## config.mk

```make
export PLATFORM = sky130hd
export DESIGN_NAME = key_code_sender
export DESIGN_NICKNAME = d
export VERILOG_FILES = /design/src/rtl/key_code_sender.sv
export SDC_FILE = /design/constraint.sdc
export NUM_CORES = 1
export LEC_CHECK = 0
export ABC_AREA = 1
export CAP_MARGIN = 20
export CORE_AREA = 2 2 39 41
export CTS_CLUSTER_SIZE = 25
export DETAILED_ROUTE_END_ITERATION = 10
export DIE_AREA = 0 0 41 43
export PLACE_DENSITY = 0.74
export SLEW_MARGIN = 20
export SYNTH_ARGS = -nofsm -noshare
export SYNTH_HDL_FRONTEND = slang
export SYNTH_SLANG_ARGS = --single-unit
```

## constraint.sdc

```tcl
create_clock -name clk -period 2.8 [get_ports clk]
set_clock_uncertainty 0.05 [all_clocks]
set_input_delay 0.42 -clock clk [delete_from_list [all_inputs] [get_ports clk]]
set_output_delay 0.42 -clock clk [all_outputs]
set_load 0.05 [all_outputs]
```

## src/rtl/key_code_sender.sv

```systemverilog
// key_code_sender: serial key transmitter for the locker_moore detector.
// Latches a parallel code on start and shifts it out LSB-first, one bit per
// clock, with key_vld qualifying each bit. Every output is registered, so the
// outputs reflect the state the FSM was in one cycle earlier.
//
// Optional feature macro: KEY_CODE_SENDER_ACK_EN
//   defined   - after the last bit the sender waits up to TIMEOUT cycles for
//               unlock, retransmits up to MAX_RETRY times, and pulses fail
//               when retries run out.
//   undefined - done pulses right after the last bit; unlock is ignored and
//               fail is constant 0.
//
// Handshake: there is no ready signal. A request is accepted on any rising
// edge where start=1 and the FSM is in IDLE; start in any other state is
// dropped (no queueing). busy reports "not in IDLE" one cycle late, which is
// why start is accepted in the cycle where done/fail are shown with busy=0.
// dbg_state exposes the FSM state register for checkers.
module key_code_sender #(
   parameter int CODE_W    = 5,
   parameter int TIMEOUT   = 8,
   parameter int MAX_RETRY = 2
) (
   input  logic              clk,
   input  logic              rst,
   input  logic              start,
   input  logic [CODE_W-1:0] code,
   input  logic              unlock,
   output logic              key,
   output logic              key_vld,
   output logic              busy,
   output logic              done,
   output logic              fail,
   output logic [1:0]        dbg_state
);

   localparam int BW = (CODE_W > 1) ? $clog2(CODE_W) : 1;
   localparam logic [BW-1:0] LAST_BIT = BW'(CODE_W - 1);

   typedef enum logic [1:0] {
      S_IDLE = 2'd0,
      S_SEND = 2'd1,
      S_WAIT = 2'd2
   } state_t;

   state_t            state_q, state_d;
   logic [CODE_W-1:0] shift_q, shift_d;
   logic [BW-1:0]     bit_q, bit_d;
   // Terminal events are decided on the FSM edge and shown one cycle later.
   logic              done_pend_q, done_pend_d;
   logic              key_q, key_vld_q, busy_q, done_q;

`ifdef KEY_CODE_SENDER_ACK_EN
   localparam logic [7:0] LAST_TMO  = 8'(TIMEOUT - 1);
   localparam logic [2:0] RETRY_MAX = 3'(MAX_RETRY);

   logic [CODE_W-1:0] code_reg_q, code_reg_d;
   logic [7:0]        tmo_q, tmo_d;
   logic [2:0]        retry_q, retry_d;
   logic              fail_pend_q, fail_pend_d;
   logic              fail_q;
`else
   logic              unused_unlock;
   assign unused_unlock = unlock;
`endif

   // Next-state logic: sequencing of IDLE -> SEND (-> WAIT) -> IDLE.
   always_comb begin
      state_d     = state_q;
      shift_d     = shift_q;
      bit_d       = bit_q;
      done_pend_d = 1'b0;
`ifdef KEY_CODE_SENDER_ACK_EN
      code_reg_d  = code_reg_q;
      tmo_d       = tmo_q;
      retry_d     = retry_q;
      fail_pend_d = 1'b0;
`endif
      case (state_q)
         S_IDLE: begin
            if (start) begin
               shift_d = code;
               bit_d   = '0;
               state_d = S_SEND;
`ifdef KEY_CODE_SENDER_ACK_EN
               code_reg_d = code;
               retry_d    = '0;
`endif
            end
         end
         S_SEND: begin
            shift_d = shift_q >> 1;
            bit_d   = bit_q + 1'b1;
            if (bit_q == LAST_BIT) begin
               bit_d = '0;
`ifdef KEY_CODE_SENDER_ACK_EN
               tmo_d   = '0;
               state_d = S_WAIT;
`else
               state_d     = S_IDLE;
               done_pend_d = 1'b1;
`endif
            end
         end
`ifdef KEY_CODE_SENDER_ACK_EN
         S_WAIT: begin
            // unlock wins even on the final timeout edge.
            if (unlock) begin
               state_d     = S_IDLE;
               done_pend_d = 1'b1;
            end else if (tmo_q == LAST_TMO) begin
               tmo_d = '0;
               if (retry_q < RETRY_MAX) begin
                  retry_d = retry_q + 1'b1;
                  shift_d = code_reg_q;
                  bit_d   = '0;
                  state_d = S_SEND;
               end else begin
                  state_d     = S_IDLE;
                  fail_pend_d = 1'b1;
               end
            end else begin
               tmo_d = tmo_q + 1'b1;
            end
         end
`endif
         default: state_d = S_IDLE;
      endcase
   end

   // FSM and datapath registers.
   always_ff @(posedge clk or posedge rst) begin
      if (rst) begin
         state_q     <= S_IDLE;
         shift_q     <= '0;
         bit_q       <= '0;
         done_pend_q <= 1'b0;
`ifdef KEY_CODE_SENDER_ACK_EN
         code_reg_q  <= '0;
         tmo_q       <= '0;
         retry_q     <= '0;
         fail_pend_q <= 1'b0;
`endif
      end else begin
         state_q     <= state_d;
         shift_q     <= shift_d;
         bit_q       <= bit_d;
         done_pend_q <= done_pend_d;
`ifdef KEY_CODE_SENDER_ACK_EN
         code_reg_q  <= code_reg_d;
         tmo_q       <= tmo_d;
         retry_q     <= retry_d;
         fail_pend_q <= fail_pend_d;
`endif
      end
   end

   // Output registers, decoded from the current state.
   always_ff @(posedge clk or posedge rst) begin
      if (rst) begin
         key_q     <= 1'b0;
         key_vld_q <= 1'b0;
         busy_q    <= 1'b0;
         done_q    <= 1'b0;
`ifdef KEY_CODE_SENDER_ACK_EN
         fail_q    <= 1'b0;
`endif
      end else begin
         key_q     <= (state_q == S_SEND) & shift_q[0];
         key_vld_q <= (state_q == S_SEND);
         busy_q    <= (state_q != S_IDLE);
         done_q    <= done_pend_q;
`ifdef KEY_CODE_SENDER_ACK_EN
         fail_q    <= fail_pend_q;
`endif
      end
   end

   assign key       = key_q;
   assign key_vld   = key_vld_q;
   assign busy      = busy_q;
   assign done      = done_q;
   assign dbg_state = state_q;
`ifdef KEY_CODE_SENDER_ACK_EN
   assign fail      = fail_q;
`else
   assign fail      = 1'b0;
`endif

endmodule

```

==> reports/qor.yml, run 1 <==
die:
  die-area_mm2: 0.00176
  initial_cell_density_of_the_core_pct: 42.3
  die-height_um: 43
  design.portCount: 16
  die_width_um: 41
  rows: 14
  core_region_area_mm2: 0.00138
logic_synthesis:
  synth-xor-area-share_pct: 0
  synthAdderAreaFrac_pct: 4.27
  ys_types: 13
  netlist.top_cell.by_area: "sky130_fd_sc_hd__dfrtp_1"
  portion_of_netlist_area_occupied_by_mux_cells_pct: 0
  synth_top_area_share_pct: 55.6
  synth_instances: 65
  yosys.area_share.simple_pct: 26.3
  synth_top_family_by_area: "simple AND/OR/NAND/NOR gates"
  synth.top_cells.by_area: "sky130_fd_sc_hd__dfrtp_1 56%, sky130_fd_sc_hd__nand2_1 16%, sky130_fd_sc_hd__nand3_1 7.7%"
  yosys_warnings: 0
  synth_area_um2: 586
  synth_compound_gate_area_share_pct: 2.99
  synth_seq_area_share_pct: 55.6
  mean_syn_cell_area_um2: 9.01
  synth-seq-cells: 13
routing:
  detail_route.wl_per_cell_um: 10.0
  dr.pass1.iters: 2
  route.detailed.vias_per_inst: 4.60
  ant_nets: 0
  routed_wl_um: 940
  post_route_drc_violation_count: 0
  vias: 432
  detailedRoute.firstIterationViolations: 4
setup_path:
  worstPathRequired_ns: 2.33
  worstPathBufferInverterCount: 1
  cp_slowest_cell: "sky130_fd_sc_hd__clkdlybuf4s50_1"
  peak_fanout_along_the_critical_path: 11
  cp_cell_sequence: "clkdlybuf4s50_1"
  crit_path_leading_delay_family: "buffers and inverters"
  arrival_ns: 1.77
  peak_per_stage_delay_on_the_critical_path_ns: 0.88
  worstSetupEndpointType: "output port"
  worstSetupStartpointType: "flip-flop"
  path_class: "reg2out"
clock_network:
  htree_num_levels: 1
  clock_insertion_delay_worst_skew_ns: 0.28
  postCtsSetupRepairBufs: 0
  numClockSinks: 13
  cts-buffers-inserted: 3
  cts.hold.buffers_added: 0
  worst_setup_hold_path_clk_slew_ns: 0.09
  cts.path.max_buffers: 2
  cts-resized-gates: 0
  cts_root_buffer: "sky130_fd_sc_hd__clkbuf_4"
  tritoncts: "yes"
timing:
  finalWorstPathRequiredPeriod_ns: 2.24
  setup_violations: 0
  sum_neg_setup_slack_ns: 0
  timing_max_transition_violations_final: 0
  timing_hold_violations_final: 0
  max_clock_freq_mhz: 446
  final_min_period_over_clock_period_pct: 80.1
  unrepaired_setup_endpoints_after_global_routing: "no"
power:
  power_density_mw_per_mm2: 1070
  leakagePower_nw: 0.368
  max-vdd-ir-drop_uv: 391
global_route:
  maximum_number_of_pins_on_one_net_before_global_route_repair: 14
  global_route.usage.total_pct: 13.7
  grt_antenna_before_repair: 0
  grt.overflow.total: 0
  grt_pass1_vias: 365
  grt_first_pass_wirelength_um: 1550
placed_design:
  routabilityCongestion: 0.732
  hpwlAfterDp_um: 659
  post-place-cells: 90
  buffer_ports.inserted: 12
flow_run:
  max_cap_viol_count: 0
finish:
  post_layout_nonfiller_instances: 94
  final_net_count: 90
  antenna_cells_inserted: 0
  post_route_cells_drive_above_1_share_pct: 8.97
  syn2layout_area_growth_pct: 23.3
  multiInputGateArea_um2: 204
  seqCellArea_um2: 325
  finish.utilization_pct: 52.2
  fillerInstances: 138
outcome:
  run_status: "finished clean"
hold_path:
  timing.hold.worst.class: "reg2reg"
## final timing paths
kind | from | to | slack, ns | cells past startpoint
setup / recovery | dbg_state[0] | dbg_state[0] | 0.56 | 1
max in group asynchronous | rst | bit_q[1] | 1.98 | 2
min in group asynchronous | rst | shift_q[1] | 0.40 | 2
setup reg to reg | dbg_state[0] | shift_q[3] | 1.68 | 3
hold / removal | done_pend_q | done | 0.31 | 0
hold reg to reg | done_pend_q | done | 0.31 | 0
## per-layer routing
metal	routed length (um)	track usage [%]	part of all wire [%]
met5	0	0	0
met4	36	12.0	3.8
met3	45	3.14	4.8
met2	429	17.5	46
met1	427	18.4	45
## power breakdown
group	total (mW)	switching [mW]	internal, mW	leakage (nW)
sequential	0.322	0.0629	0.259	0.165
combinational	0.326	0.209	0.117	0.188
clock	0.121	0.0654	0.0553	0.0150
total	0.769	0.337	0.432	0.368
## synthesized netlist by cell type
library cell,number
sky130_fd_sc_hd__nor2_1,1
sky130_fd_sc_hd__nand2_1,25
sky130_fd_sc_hd__a21oi_2,1
sky130_fd_sc_hd__buf_6,1
sky130_fd_sc_hd__nand3_1,9
sky130_fd_sc_hd__inv_2,1
sky130_fd_sc_hd__o21ai_2,1
sky130_fd_sc_hd__nor2_4,1
sky130_fd_sc_hd__dfrtp_1,13
sky130_fd_sc_hd__conb_1,1
sky130_fd_sc_hd__buf_4,3
sky130_fd_sc_hd__inv_1,6
sky130_fd_sc_hd__ha_1,2
## sequential cells by signal (all words and copies together) (netlist names)
signal,cells
key,1
shift_q,5
dbg_state,1
bit_q,3
busy,1
done_pend_q,1
done,1
## per-stage QoR
step	instance area (um2)	hold WS (ns)	power, mW	setup slack [ns]
floorplan	589	0.247	0.579	1.44
global placement	696	0.283	0.648	0.891
detailed placement	696	0.295	0.657	0.872
CTS	722	0.314	0.777	0.554
global route	722	0.327	0.827	0.495
finish	722	0.307	0.769	0.557
## area by class of cell
type / count / share of cell area [%]
timing repair buffer: 12 / 16.6
multi-input combinational: 42 / 28.2
clock buffer: 4 / 3.64
tap: 16 / 2.77
inverter: 7 / 3.64
sequential: 13 / 45.1
## cell usage in the layout (no fill, tap or decap), drive strengths merged
cell | netlist | final
a21oi | 1 | 1
clkbuf | 0 | 4
clkdlybuf4s50 | 0 | 12
conb | 1 | 2
dfrtp | 13 | 13
ha | 2 | 2
inv | 7 | 7
nand2 | 25 | 25
nand3 | 9 | 9
nor2 | 2 | 2
o21ai | 1 | 1
## cell families after synthesis
kind of cell    count (synthesis)
flops                          13
other cells                     1
fa+ha+maj                       2
simple gates                   36
buf+inv                        11
compound gates                  2
No activity file was read; power rests on OpenSTA's default activity.
==> run 2, diff against run 1 <==
--- a/config.mk
+++ b/config.mk
@@ -7,10 +7,9 @@
 export LEC_CHECK = 0
 export ABC_AREA = 1
 export CAP_MARGIN = 20
-export CORE_AREA = 2 2 39 41
+export CORE_UTILIZATION = 44
 export CTS_CLUSTER_SIZE = 25
 export DETAILED_ROUTE_END_ITERATION = 10
-export DIE_AREA = 0 0 41 43
 export PLACE_DENSITY = 0.74
 export SLEW_MARGIN = 20
 export SYNTH_ARGS = -nofsm -noshare
==> constraint.sdc (replaced) <==
create_clock -name clk -period 2.21 [get_ports clk]
set_clock_uncertainty 0.05 [all_clocks]
set_input_delay 0.3315 -clock clk [delete_from_list [all_inputs] [get_ports clk]]
set_output_delay 0.3315 -clock clk [all_outputs]
set_load 0.05 [all_outputs]
==> run 2 against run 1 <==
Combinational power up 38%. Die area down 16%. Register-to-register slack worse by 0.53 ns. Global-route usage up 2.8 points. First-iteration DRC count up 25%. Sequential share of layout area down 0.31 points. Design area up 0.69%. Wire length down 3.8%. Clock power up 22%. Via count down 1.9%. Sequential power up 19%. Critical endpoint is now busy.
==> reports/qor.yml, run 2 (synthesis results as in run 1) <==
outcome:
  run_status: "finished clean"
setup_path:
  worstPathRequired_ns: 1.83  # -0.50 ns
  path_class: "reg2out"
  cp_slowest_cell: "sky130_fd_sc_hd__clkdlybuf4s50_1"
  worstSetupEndpointType: "output port"
  peak_fanout_along_the_critical_path: 2  # -9
  worstPathBufferInverterCount: 1  # unchanged
  crit_path_leading_delay_family: "buffers and inverters"
  worstSetupStartpointType: "flip-flop"
  peak_per_stage_delay_on_the_critical_path_ns: 0.81  # -0.07 ns
  cp_cell_sequence: "clkdlybuf4s50_1"
  arrival_ns: 1.43  # -0.34 ns
timing:
  final_min_period_over_clock_period_pct: 82.2
  unrepaired_setup_endpoints_after_global_routing: "no"
  max_clock_freq_mhz: 551
  timing.slew.headroom_pct: 66.6
  timing_hold_violations_final: 0  # unchanged
  sum_neg_setup_slack_ns: 0  # unchanged
  setup_violations: 0  # unchanged
  final.hold.worst_slack_ns: 0.304  # -0.00231 ns
  finalWorstPathRequiredPeriod_ns: 1.82
  timing_max_transition_violations_final: 0  # unchanged
  slew_of_the_pin_with_the_lowest_slew_margin_ns: 0.499
finish:
  largest_register_ff_count: 5  # unchanged
  layout.cells.most_common: "sky130_fd_sc_hd__nand2_1"
  antenna_cells_inserted: 0  # unchanged
  post_route_cells_drive_above_1_share_pct: 10.1  # +1.2 points
  biggestRegsByFlops: "shift_q (5), bit_q (3)"
  fillerInstances: 115  # -17%
  final_net_count: 91  # +1.1%
  syn2layout_area_growth_pct: 24.1
  layout_common_cells: "25 x sky130_fd_sc_hd__nand2_1, 13 x sky130_fd_sc_hd__dfrtp_1, 12 x sky130_fd_sc_hd__clkdlybuf4s50_1"
  top_register: "shift_q"
global_route:
  grt.overflow.total: 0  # unchanged
  grt_pass1_vias: 369  # +1.1%
  globalRouteMet1Util_pct: 20.8  # +2.4 points
  grt-busiest-layer: "met2"
  grt_first_pass_wirelength_um: 1580  # +2.3%
  grtUsageMet2_pct: 24.2  # +6.7 points
  global_route.usage.total_pct: 16.5  # +2.8 points
  met3_track_demand_over_resource_in_global_routing_pct: 6.98  # +3.8 points
  maximum_number_of_pins_on_one_net_before_global_route_repair: 14  # unchanged
  grt_antenna_before_repair: 0  # unchanged
die:
  rows: 12  # -2
  die_width_um: 38.5  # -6.1%
  die-height_um: 38.5  # -11%
  die-area_mm2: 0.00148  # -16%
  design.portCount: 16  # unchanged
  initial_cell_density_of_the_core_pct: 50.0  # +7.7 points
  core_region_area_mm2: 0.00117  # -15%
clock_network:
  cts-buffers-inserted: 3  # unchanged
  tritoncts: "yes"
  cts_root_buffer: "sky130_fd_sc_hd__clkbuf_4"
  clock_insertion_delay_worst_skew_ns: 0.28  # about the same
  numClockSinks: 13  # unchanged
  cts.path.max_buffers: 2  # unchanged
  cts.hold.buffers_added: 0  # unchanged
  htree_num_levels: 1  # unchanged
  cts-resized-gates: 0  # unchanged
  postCtsSetupRepairBufs: 0  # unchanged
  worst_setup_hold_path_clk_slew_ns: 0.08  # about the same
placed_design:
  routabilityCongestion: 0.714  # -2.5%
  buffer_ports.inserted: 12  # unchanged
  hpwlAfterDp_um: 691  # +4.9%
routing:
  routed_wl_um: 904  # -3.8%
  ant_nets: 0  # unchanged
  post_route_drc_violation_count: 0  # unchanged
  dr.pass1.iters: 2  # unchanged
  detailedRoute.firstIterationViolations: 5  # +1
  vias: 424  # -1.9%
  route.detailed.vias_per_inst: 4.56  # -0.80%
  detail_route.wl_per_cell_um: 9.72  # -2.8%
power:
  switching_share_pct: 43.1  # -0.77 points
  combPwrFrac_pct: 45.9  # +3.5 points
  clock_power_share_pct: 15.1  # -0.6 points
  power_density_mw_per_mm2: 1350  # +27%
  pwr-share-seq_pct: 39.0  # -2.9 points
  leakagePower_nw: 0.373  # +1.2%
  max-vdd-ir-drop_uv: 561  # +44%
  power_report.internal_total_mw: 0.559  # +29%
  switching_power_mw: 0.423  # +25%
hold_path:
  timing.hold.worst.class: "reg2reg"
flow_run:
  max_cap_viol_count: 0  # unchanged
run 2: cell types whose count changed in the layout (fill, tap and decap cells not counted), sizes merged:
cell	change
buf	+1
run 2: worst paths after layout:
path	slack, ns	endpoint	cells after the start	from
setup / recovery	0.39	busy	1	busy
min in group asynchronous	0.33	shift_q[0]	2	rst
hold / removal	0.30	done	0	done_pend_q
setup reg to reg	1.15	bit_q[0]	5	bit_q[0]
max in group asynchronous	1.45	bit_q[1]	2	rst
hold reg to reg	0.30	done	0	done_pend_q
run 2: through the flow:
step,power [mW],worst slack [ns],instances,cell area [um2],util (%)
after floorplan,0.734,0.942,66,589,-
after global routing,1.07,0.340,93,727,62.1
final,0.982,0.394,93,727,62.1
after detailed placement,0.851,0.683,89,701,59.8
after global placement,0.834,0.710,89,701,59.8
after CTS,1.00,0.371,93,727,62.1
run 2: final cells by class:
cell class | count | area [um2] | share of cell area, %
clock buffers | 4 | 26.3 | 3.61
multi-input cells | 42 | 204 | 28.1
repair buffers | 13 | 128 | 17.6
well taps | 14 | 17.5 | 2.41
flip-flops and latches | 13 | 325 | 44.8
inverters | 7 | 26.3 | 3.61
run 2: power by group through the flow:
stage	clock, mW	sequential (mW)	combinational (mW)
floorplan	0	0.482	0.252
global placement	0	0.385	0.450
detailed placement	0	0.389	0.461
CTS	0.155	0.385	0.461
global route	0.168	0.395	0.505
finish	0.148	0.384	0.451
run 2: routing by layer:
layer / share of wire, % / wire length [um]
met1: 47 / 429
met2: 46 / 412
met3: 4.5 / 41
met4: 2.3 / 21
met5: 0 / 0
==> run 3, diff against run 2 <==
==> constraint.sdc (replaced) <==
create_clock -name clk -period 1.77 [get_ports clk]
set_clock_uncertainty 0.05 [all_clocks]
set_input_delay 0.2655 -clock clk [delete_from_list [all_inputs] [get_ports clk]]
set_output_delay 0.2655 -clock clk [all_outputs]
set_load 0.05 [all_outputs]
==> run 3 against run 2 <==
Critical path depth stayed put. Sequential share of layout area is 0.31 points lower. Worst setup slack worse by 0.31 ns. Combinational power is 18% higher. Non-clock buffer count down 1. Power grew 25%. Final cell count decreased by 1.1%. Die area is the same. Clock-buffer cell count stayed put. Largest cell class unchanged. Highest routed layer is now met3.
==> reports/qor.yml, run 3 (synthesis results as in run 1) <==
global_route:
  grt_pass1_vias: 378  # +2.4%
  grt_first_pass_wirelength_um: 1530  # -3.1%
  grt_antenna_before_repair: 0  # unchanged
  grt.overflow.total: 0  # unchanged
  maximum_number_of_pins_on_one_net_before_global_route_repair: 14  # unchanged
  global_route.usage.total_pct: 16.3  # -0.23 points
placed_design:
  routabilityCongestion: 0.684  # -4.2%
  post-place-cells: 88  # -1.1%
  dp_slack_ns: 0.313  # -0.369 ns
  buffer_ports.inserted: 12  # unchanged
  hpwlAfterDp_um: 655  # -5.3%
die:
  die-area_mm2: 0.00148  # unchanged
  core_region_area_mm2: 0.00117  # unchanged
  die-height_um: 38.5  # unchanged
  rows: 12  # unchanged
  initial_cell_density_of_the_core_pct: 50.0  # unchanged
  die_width_um: 38.5  # unchanged
  design.portCount: 16  # unchanged
outcome:
  run_status: "finished clean"
power:
  power_density_mw_per_mm2: 1680  # +24%
  max-vdd-ir-drop_uv: 729  # +30%
  leakagePower_nw: 0.395  # +6.0%
routing:
  route.detailed.vias_per_inst: 4.66  # +2.3%
  post_route_drc_violation_count: 0  # unchanged
  vias: 429  # +1.2%
  detailedRoute.firstIterationViolations: 3  # -2
  routed_wl_um: 903  # -0.11%
  ant_nets: 0  # unchanged
  dr.pass1.iters: 3  # +1
  detail_route.wl_per_cell_um: 9.82  # +0.98%
setup_path:
  cp_cell_sequence: "clkdlybuf4s50_1"
  arrival_ns: 1.37  # -0.06 ns
  worstPathRequired_ns: 1.45  # -0.38 ns
  timing.critical_path.depth: 1  # unchanged
  cp_slowest_cell: "sky130_fd_sc_hd__clkdlybuf4s50_1"
  path_class: "reg2out"
  crit_path_leading_delay_family: "buffers and inverters"
  worstSetupEndpointType: "output port"
  worstSetupStartpointType: "flip-flop"
  worstRegToRegCells: 3  # -2
  worstPathBufferInverterCount: 1  # unchanged
  peak_per_stage_delay_on_the_critical_path_ns: 0.79  # -0.02 ns
  peak_fanout_along_the_critical_path: 1  # -1
timing:
  sum_neg_setup_slack_ns: 0  # unchanged
  timing_hold_violations_final: 0  # unchanged
  max_clock_freq_mhz: 593
  timing_max_transition_violations_final: 0  # unchanged
  timing.slew.headroom_pct: 66.5  # -0.091 points
  finalWorstPathRequiredPeriod_ns: 1.69
  final.hold.worst_slack_ns: 0.252  # -0.0524 ns
  unrepaired_setup_endpoints_after_global_routing: "no"
  slew_of_the_pin_with_the_lowest_slew_margin_ns: 0.501  # +0.00210 ns
  final_min_period_over_clock_period_pct: 95.3
  setup_slack_ns: 0.0840  # -0.310 ns
  setup_violations: 0  # unchanged
finish:
  layout_common_cells: "25 x sky130_fd_sc_hd__nand2_1, 13 x sky130_fd_sc_hd__dfrtp_1, 9 x sky130_fd_sc_hd__nand3_1"
  multiInputGateArea_um2: 204  # unchanged
  finish.utilization_pct: 62.5  # +0.43 points
  post_route_cells_drive_above_1_share_pct: 11.5  # +1.4 points
  seqCellArea_um2: 325  # unchanged
  largest_register_ff_count: 5  # unchanged
  post_layout_nonfiller_instances: 92  # -1.1%
  syn2layout_area_growth_pct: 25.0
  layout.cells.most_common: "sky130_fd_sc_hd__nand2_1"
  final_net_count: 90  # -1.1%
  biggestRegsByFlops: "shift_q (5), bit_q (3)"
  fillerInstances: 103  # -10%
  antenna_cells_inserted: 0  # unchanged
  top_register: "shift_q"
clock_network:
  clock_insertion_delay_worst_skew_ns: 0.27  # about the same
  numClockSinks: 13  # unchanged
  tritoncts: "yes"
  cts.path.max_buffers: 2  # unchanged
  cts-buffers-inserted: 3  # unchanged
  cts_root_buffer: "sky130_fd_sc_hd__clkbuf_4"
  worst_setup_hold_path_clk_slew_ns: 0.08  # about the same
  htree_num_levels: 1  # unchanged
hold_path:
  timing.hold.worst.class: "in2async"
flow_run:
  max_cap_viol_count: 0  # unchanged
run 3: what timing repair did:
| action | in CTS | in global routing |
|---|---|---|
| endpoints found under the setup margin | 0 | 2 |
| setup buffers | 0 | 0 |
| gates resized for setup | 0 | 2 |
| hold buffers | 0 | 0 |
run 3: layer usage:
layer / GRT usage (%) / wire, um
met3: 8.72 / 45
met4: 7.76 / 0
met5: 0 / 0
met1: 19.7 / 403
met2: 23.3 / 454
run 3: per-stage QoR:
step / area, um2 / power (mW)
finish: 732 / 1.23
global route: 732 / 1.34
CTS: 727 / 1.25
detailed placement: 701 / 1.07
global placement: 701 / 1.05
floorplan: 589 / 0.916
run 3: area by class of cell:
cell class	count	area share, %
timing repair buffer	12	18.1
inverter	7	3.59
clock buffer	4	3.59
multi-input combinational	42	27.9
sequential	13	44.4
tap	14	2.39
run 3: path summary, 6_finish.rpt:
kind | startpoint | to | slack [ns]
max reg2reg | dbg_state[0] | shift_q[3] | 0.61
min | rst | shift_q[1] | 0.25
min reg2reg | done_pend_q | done | 0.30
max | done | done | 0.08
max in group asynchronous | rst | bit_q[1] | 1.08
min in group clk | done_pend_q | done | 0.30
run 3: report_power, final:
part	switching [mW]	internal (mW)	total [mW]
Sequential	0.107	0.410	0.517
Clock	0.0905	0.0872	0.178
Combinational	0.333	0.200	0.534
